$ cat src/rtl/apb_cmd_driver.sv
// Command sequencer for the APB protocol top: queues bus commands in a small FIFO
// and plays each one out as a SETUP/ACCESS sequence, returning read data on a strobe.
module apb_cmd_driver #(
    parameter int DEPTH         = 4,
    parameter int ACCESS_CYCLES = 2
) (
    input  logic        pclk,
    input  logic        Reset,
    input  logic        cmd_valid,
    output logic        cmd_ready,
    input  logic        cmd_write,
    input  logic [1:0]  cmd_sel,
    input  logic [4:0]  cmd_addr,
    input  logic [31:0] cmd_wdata,
    output logic        transfer,
    output logic [1:0]  Psel,
    output logic        pwrite,
    output logic        penable,
    output logic [4:0]  write_paddr,
    output logic [4:0]  apb_read_paddr,
    output logic [31:0] write_data,
    input  logic [31:0] apb_read_data_out,
    output logic        rsp_valid,
    output logic [31:0] rsp_data,
    output logic [1:0]  rsp_sel,
    output logic [4:0]  rsp_addr,
    output logic        cmd_err,
    output logic        busy
);
    localparam int AW = (DEPTH > 1) ? $clog2(DEPTH) : 1;
    localparam int CW = $clog2(DEPTH + 1);
    localparam int KW = (ACCESS_CYCLES > 1) ? $clog2(ACCESS_CYCLES) : 1;
    localparam int EW = 40;

    typedef enum logic [1:0] {IDLE, SETUP, ACCESS} state_t;

    state_t        state, state_nx;
    logic [EW-1:0] mem [DEPTH];
    logic [AW-1:0] wr_ptr, rd_ptr;
    logic [CW-1:0] count, count_nx;
    logic [EW-1:0] head;
    logic          head_legal, push, take, drop, pop, last;
    logic [KW-1:0] cnt;
    logic          cur_write;
    logic [1:0]    cur_sel;
    logic [4:0]    cur_addr;
    logic [31:0]   cur_wdata;

    // FIFO entry layout: {write, sel[1:0], addr[4:0], wdata[31:0]}
    assign head       = mem[rd_ptr];
    assign head_legal = (head[38:37] == 2'd1) || (head[38:37] == 2'd2);
    assign last       = (state == ACCESS) && (cnt == '0);
    assign push       = cmd_valid && cmd_ready;
    // Illegal heads are only discarded from IDLE; an ACCESS exit just falls back to IDLE.
    assign take       = (count != '0) && head_legal && ((state == IDLE) || last);
    assign drop       = (count != '0) && !head_legal && (state == IDLE);
    assign pop        = take || drop;
    assign count_nx   = count + CW'(push) - CW'(pop);
    assign busy       = (count != '0) || (state != IDLE);

    always_ff @(posedge pclk) begin
        if (push) mem[wr_ptr] <= {cmd_write, cmd_sel, cmd_addr, cmd_wdata};
    end

    always_ff @(posedge pclk) begin
        if (Reset) begin
            wr_ptr    <= '0;
            rd_ptr    <= '0;
            count     <= '0;
            cmd_ready <= 1'b1;
            cmd_err   <= 1'b0;
        end else begin
            if (push) wr_ptr <= wr_ptr + AW'(1);
            if (pop)  rd_ptr <= rd_ptr + AW'(1);
            count     <= count_nx;
            cmd_ready <= (count_nx != CW'(DEPTH));
            cmd_err   <= drop;
        end
    end

    always_ff @(posedge pclk) begin
        if (Reset) state <= IDLE;
        else       state <= state_nx;
    end

    always_comb begin
        state_nx = state;
        unique case (state)
            IDLE:    if (take) state_nx = SETUP;
            SETUP:   state_nx = ACCESS;
            ACCESS:  if (last) state_nx = take ? SETUP : IDLE;
            default: state_nx = IDLE;
        endcase
    end

    // Bus fields derive from the current-command registers, which only change on a
    // pop, so they naturally hold their last values through IDLE.
    always_comb begin
        transfer       = (state != IDLE);
        penable        = (state == ACCESS);
        Psel           = (state != IDLE) ? cur_sel : 2'd0;
        pwrite         = cur_write;
        write_paddr    = cur_write ? cur_addr : 5'd0;
        write_data     = cur_write ? cur_wdata : 32'd0;
        apb_read_paddr = cur_write ? 5'd0 : cur_addr;
    end

    always_ff @(posedge pclk) begin
        if (Reset) begin
            cnt       <= '0;
            cur_write <= 1'b0;
            cur_sel   <= 2'd0;
            cur_addr  <= 5'd0;
            cur_wdata <= 32'd0;
        end else begin
            if (state == SETUP)       cnt <= KW'(ACCESS_CYCLES - 1);
            else if (state == ACCESS) cnt <= cnt - KW'(1);
            if (take) begin
                cur_write <= head[39];
                cur_sel   <= head[38:37];
                cur_addr  <= head[36:32];
                cur_wdata <= head[31:0];
            end
        end
    end

    always_ff @(posedge pclk) begin
        if (Reset) begin
            rsp_valid <= 1'b0;
            rsp_data  <= 32'd0;
            rsp_sel   <= 2'd0;
            rsp_addr  <= 5'd0;
        end else begin
            rsp_valid <= last && !cur_write;
            if (last && !cur_write) begin
                rsp_data <= apb_read_data_out;
                rsp_sel  <= cur_sel;
                rsp_addr <= cur_addr;
            end
        end
    end
endmodule

$ cat config.mk
export PLATFORM = sky130hd
export DESIGN_NAME = apb_cmd_driver
export DESIGN_NICKNAME = d
export VERILOG_FILES = /design/src/rtl/apb_cmd_driver.sv
export SDC_FILE = /design/constraint.sdc
export NUM_CORES = 1
export LEC_CHECK = 0
export ABC_AREA = 1
export CAP_MARGIN = 20
export CORE_UTILIZATION = 48
export CTS_BUF_LIST = sky130_fd_sc_hd__clkbuf_4 sky130_fd_sc_hd__clkbuf_8 sky130_fd_sc_hd__clkbuf_16
export CTS_CLUSTER_DIAMETER = 150
export DETAILED_ROUTE_END_ITERATION = 12
export GPL_TIMING_DRIVEN = 0
export PLACE_DENSITY = 0.83
export SLEW_MARGIN = 20
export SYNTH_ARGS = -nofsm -noshare
export SYNTH_HDL_FRONTEND = slang
export SYNTH_SLANG_ARGS = --single-unit
$ cat constraint.sdc
create_clock -name pclk -period 2.75 [get_ports pclk]
set_input_delay 0.55 -clock pclk [delete_from_list [all_inputs] [get_ports pclk]]
set_output_delay 0.55 -clock pclk [all_outputs]
set_load 0.05 [all_outputs]
# Word-level counts from Yosys, hierarchy flattened
# Memories as Yosys holds them, arrays and structs flattened. A register that Yosys moved wholly into a read port is not among the register bits.
# Index checks and enable logic that the tools add are counted.
[classes] add_sub_neg=5 eq_ne=7 muxes=14 bitwise=1 reduce_logical=18
[ops] op="32-bit two-way mux" n=1
[ops] op="2-bit two-way mux" n=5
[ops] op="5-bit two-way mux" n=2
[ops] op="1-bit logical AND" n=7
[ops] op="2-bit case mux with 3 select lines" n=1
[ops] op="1-bit two-way mux" n=5
[ops] op="2-bit by 1-bit adder with 2-bit output (second input constant)" n=2
[ops] op="2-bit by 1-bit == test with 1-bit output (second input constant)" n=2
[ops] op="2-bit == test (second input constant)" n=2
[ops] op="1-bit logical OR" n=4
[ops] op="2-bit nonzero test" n=2
[ops] op="3-bit by 1-bit adder with 3-bit output" n=1
[ops] op="3-bit != test (second input constant)" n=1
[ops] op="3-bit nonzero test" n=1
[ops] op="3-bit by 1-bit subtractor with 3-bit output" n=1
[ops] op="1-bit zero test" n=2
[ops] op="2-bit zero test" n=1
[ops] op="2-bit by 1-bit != test with 1-bit output (second input constant)" n=1
[ops] op="2-bit != test (second input constant)" n=1
[ops] op="2-bit AND reduction" n=1
[ops] op="1-bit NOT" n=1
[ops] op="1-bit subtractor (second input constant)" n=1
[word_totals] register_bits=92 ramBits=160 in_bits=75 out_inout_bits=90 elab_cells=61 n_memories=1
[mem_list] name="mem" words=4 word_bits=40 read_ports=1 rd_ports_with_merged_regs=1 wr=1 line_no="38" source="logic [EW-1:0] mem [DEPTH];"

# Depth between registers and ports, before layout
[logic_depth] ltp_word=8 mapped_depth=18 mapped_depth_nobuf=17

# Least setup slack after synthesis
# OpenSTA, ideal clock, no wires.
[synth_path] kind="register to register" from="reg cmd_ready" to="mem mem[0][0] (enable)" arrival_time_ps=2628 required_time_ps=2312 slack_ps=-315 path_stages_with_launch=3 period_less_slack_ps=3065 cell_sequence="dfxtp_1 nand2_1 nor2_1"
[synth_via] elab_chain_cells=3
[synth_lines] item="from (decl)" line_no="10" source="output logic cmd_ready,"
[synth_lines] item="from (signal assigned)" line_no="76" source="cmd_ready <= (count_nx != CW'(DEPTH));"
[synth_lines] item="1-bit logical AND" line_no="53" source="assign push = cmd_valid && cmd_ready;"
[synth_lines] item="1-bit two-way mux" line_no="62" source="if (push) mem[wr_ptr] <= {cmd_write, cmd_sel, cmd_addr, cmd_wdata};"
[synth_lines] item="1-bit two-way mux (not written as such)" line_no="62"
[synth_lines] item="to (decl)" line_no="38"
# Every way passes these cells.

==> impl_metrics.py <==
metrics = {
    "clock_network": {
        "clockRootBuffer": "clkbuf_16",
        "path_clk_slew_ns": 0.06,
        "cts_buffer_depth": 3,
        "clk_latency_ns": 0.53,
        "cts_tree": "done",
        "holdBufCountCts": 0,
        "clock-sinks": 254,
        "numCtsBuffers": 25,
        "cts_htree_levels": 1,
    },
    "synth": {
        "ys_seq_area_frac": 0.683,
        "synthCells": 925,
        "syn-num-nets": 1011,
        "syn_avg_cell_area_um2": 10.6,
        "yosys.area.top_type": "edfxtp_1",
        "mappedNetlistArea_um2": 9780,
        "synth_seq_cells": 254,
        "yosysTopAreaCellShare": 0.491,
        "synthTopCellsByArea": "edfxtp_1 (49%), dfxtp_1 (19%), nor2_1 (8.8%)",
        "synth.distinct_cells": 28,
        "synth_warnings": 0,
    },
    "timing": {
        "max-slew-margin-rel": 0.555,
        "period_needed_ns": 2.71,
        "setup_slack_ns": 0.0392,
        "fmaxAchievable_mhz": 369,
        "worst_pin_slew_ns": 0.665,
        "drv_slew": 0,
        "setup_viol": 0,
        "hold_ws_ns": 0.348,
        "min_period_over_period": 0.986,
        "rsz0062_at_grt": "yes",
        "hold_violations": 0,
        "fin_skew_ns": 0.0163,
    },
    "grt": {
        "grtUsageTotal": 0.230,
        "grt_pass1_wl_um": 36600,
        "grt_pass1_vias": 7371,
        "grt-ovfl-total": 0,
        "grt_max_degree": 25,
        "antenna_found_initial": 2,
    },
    "placement": {
        "post-place-ws_ns": -0.462,
        "place_congestion": 0.782,
        "dpl_cell_area_um2": 12000,
        "portBuffers": 163,
        "post-dp-hpwl_um": 16000,
    },
    "critical_path": {
        "startpoint_type": "flop",
        "end_kind": "flop",
        "cp.arrival_ns": 3.10,
        "critPathKind": "flop to flop",
        "crit_fanout": 6,
        "cp.required_ns": 3.14,
    },
    "floorplanning": {
        "io_pins": 165,
        "die_w_um": 145,
        "floorplan.initialDensity": 0.496,
        "core-area_um2": 19700,
        "fp.dieArea_um2": 21000,
        "die_height_um": 145,
        "std_cell_rows": 51,
    },
    "drt": {
        "drt_iter0_drc": 488,
        "wl_um": 24300,
        "vias": 7502,
        "wl_per_cell_um": 17.0,
        "dr.pass1.iters": 5,
        "ant_nets": 0,
        "viasPerCell": 5.26,
        "route.detailed.drc": 0,
    },
    "layout": {
        "nFillCells": 1408,
        "final_cell_mix": "nor2_1 (225), edfxtp_1 (160), o21ai_0 (131)",
        "diodes": 0,
        "multi_input_area_um2": 2770,
        "drive_above_1_share": 0.133,
        "nNetsFinal": 1229,
        "layout_commonest_cell": "nor2_1",
        "area_growth_pct": 34.5,
        "area.sequential_um2": 6690,
        "design_area_um2": 13200,
    },
    "min_path": {
        "hold_path.class": "input port to flop",
    },
    "outcome": {
        "status": "complete, no violations",
    },
    "power": {
        "p_per_area_nw_per_um2": 1070,
        "p_leak_nw": 5.35,
        "peakVddDrop_mv": 0.596,
    },
    "job": {
        "drv_cap": 0,
    },
}
-- metal layers --
metal  GRT usage  routed length (um)
met3      0.0487                2190
met5           0                  30
met1       0.271                9350
met2       0.408               12000
met4      0.0964                 733
-- synthesized netlist by cell type --
cell and instances:
nor2_1 229, edfxtp_1 160, o21ai_0 132, dfxtp_1 94
inv_1 67, nand2_1 67, o22ai_1 38, clkbuf_1 27
o21ai_1 27, a21oi_1 14, nand3_1 13, buf_2 11
ha_1 10, nand2_2 7, buf_1 5, buf_6 5
buf_4 4, clkbuf_2 3, inv_2 2, xor2_1 2
a21oi_2 1, and3_1 1, fa_1 1, inv_6 1
nand4_4 1, nor3_4 1, o2111ai_1 1, or2_2 1
-- repair_timing --
item                                    in CTS  in global routing
setup buffers                               19                  5
endpoints found under the setup margin      44                  6
pin swaps                                    9                 24
gates resized for setup                     62                 34
-- final cells by class --
cell class / instances / area share
clock inverters: 9 / 0.0113
multi-input cells: 546 / 0.211
repair buffers: 192 / 0.145
well taps: 265 / 0.0252
clock buffers: 37 / 0.0571
plain buffers: 54 / 0.0208
inverters: 70 / 0.0209
flip-flops and latches: 254 / 0.509
-- cell families (layout without fill, tap and decap cells) --
group | after synthesis | count (layout) | synth area share
XOR/XNOR | 2 | 2 | 0.00179
flip-flops | 254 | 254 | 0.683
buffers and inverters | 125 | 362 | 0.0556
AO/OA/AOI/OAI | 213 | 213 | 0.115
AND/OR/NAND/NOR | 320 | 320 | 0.130
adder cells (fa/ha/maj) | 11 | 11 | 0.0148
-- registers in the layout, indices dropped and copies added, names as in the netlist, 3 cells and up, named ones only --
register   cells
count          3
rsp_data      32
cur_addr       5
cur_wdata     32
rsp_addr       5
mem          160
-- power by group --
| part | switching (mW) | internal (mW) | total [mW] |
|---|---|---|---|
| Clock | 1.38 | 2.27 | 3.65 |
| Sequential | 0.269 | 4.62 | 4.89 |
| Combinational | 3.57 | 1.94 | 5.51 |
-- critical path, stage by stage (launching register included) --
cell      delay, ns
dfxtp_2        0.33
buf_8          0.14
clkinv_8       0.09
nand2_4        0.06
nand2_1        0.06
nand2_1        0.08
nand2_2        0.09
nand2_4        0.09
nand2_4        0.06
nand3_4        0.07
nand2_4        0.07
ha_4           0.26
inv_2          0.04
ha_4           0.15
fa_2           0.34
xor2_2         0.16
or2_4          0.25
a21oi_2        0.13
nand3_1        0.10
-- path summary, 6_finish.rpt --
kind	slack, ns	from	cells past startpoint	endpoint
setup / recovery	0.04	flop	18	cmd_ready
hold / removal	0.35	Reset	2	cur_sel[1]
setup reg to reg	0.04	flop	18	cmd_ready
hold reg to reg	0.49	cur_wdata[24]	2	cur_wdata[24]
-- metrics by stage --
| stage | power [mW] | utilization | cells | TNS [ns] |
|---|---|---|---|---|
| 2_1_floorplan | 8.24 | - | 925 | -50.47 |
| 4_1_cts | 13.8 | 0.660 | 1424 | 0 |
| 5_1_grt | 14.8 | 0.667 | 1427 | -0.0968 |
| 6_report | 14.0 | 0.667 | 1427 | 0 |
| 3_5_place_dp | 9.81 | 0.606 | 1359 | -0.751 |
| 3_3_place_gp | 9.63 | 0.597 | 1353 | -296.22 |
(Power assumes the default switching activity.)
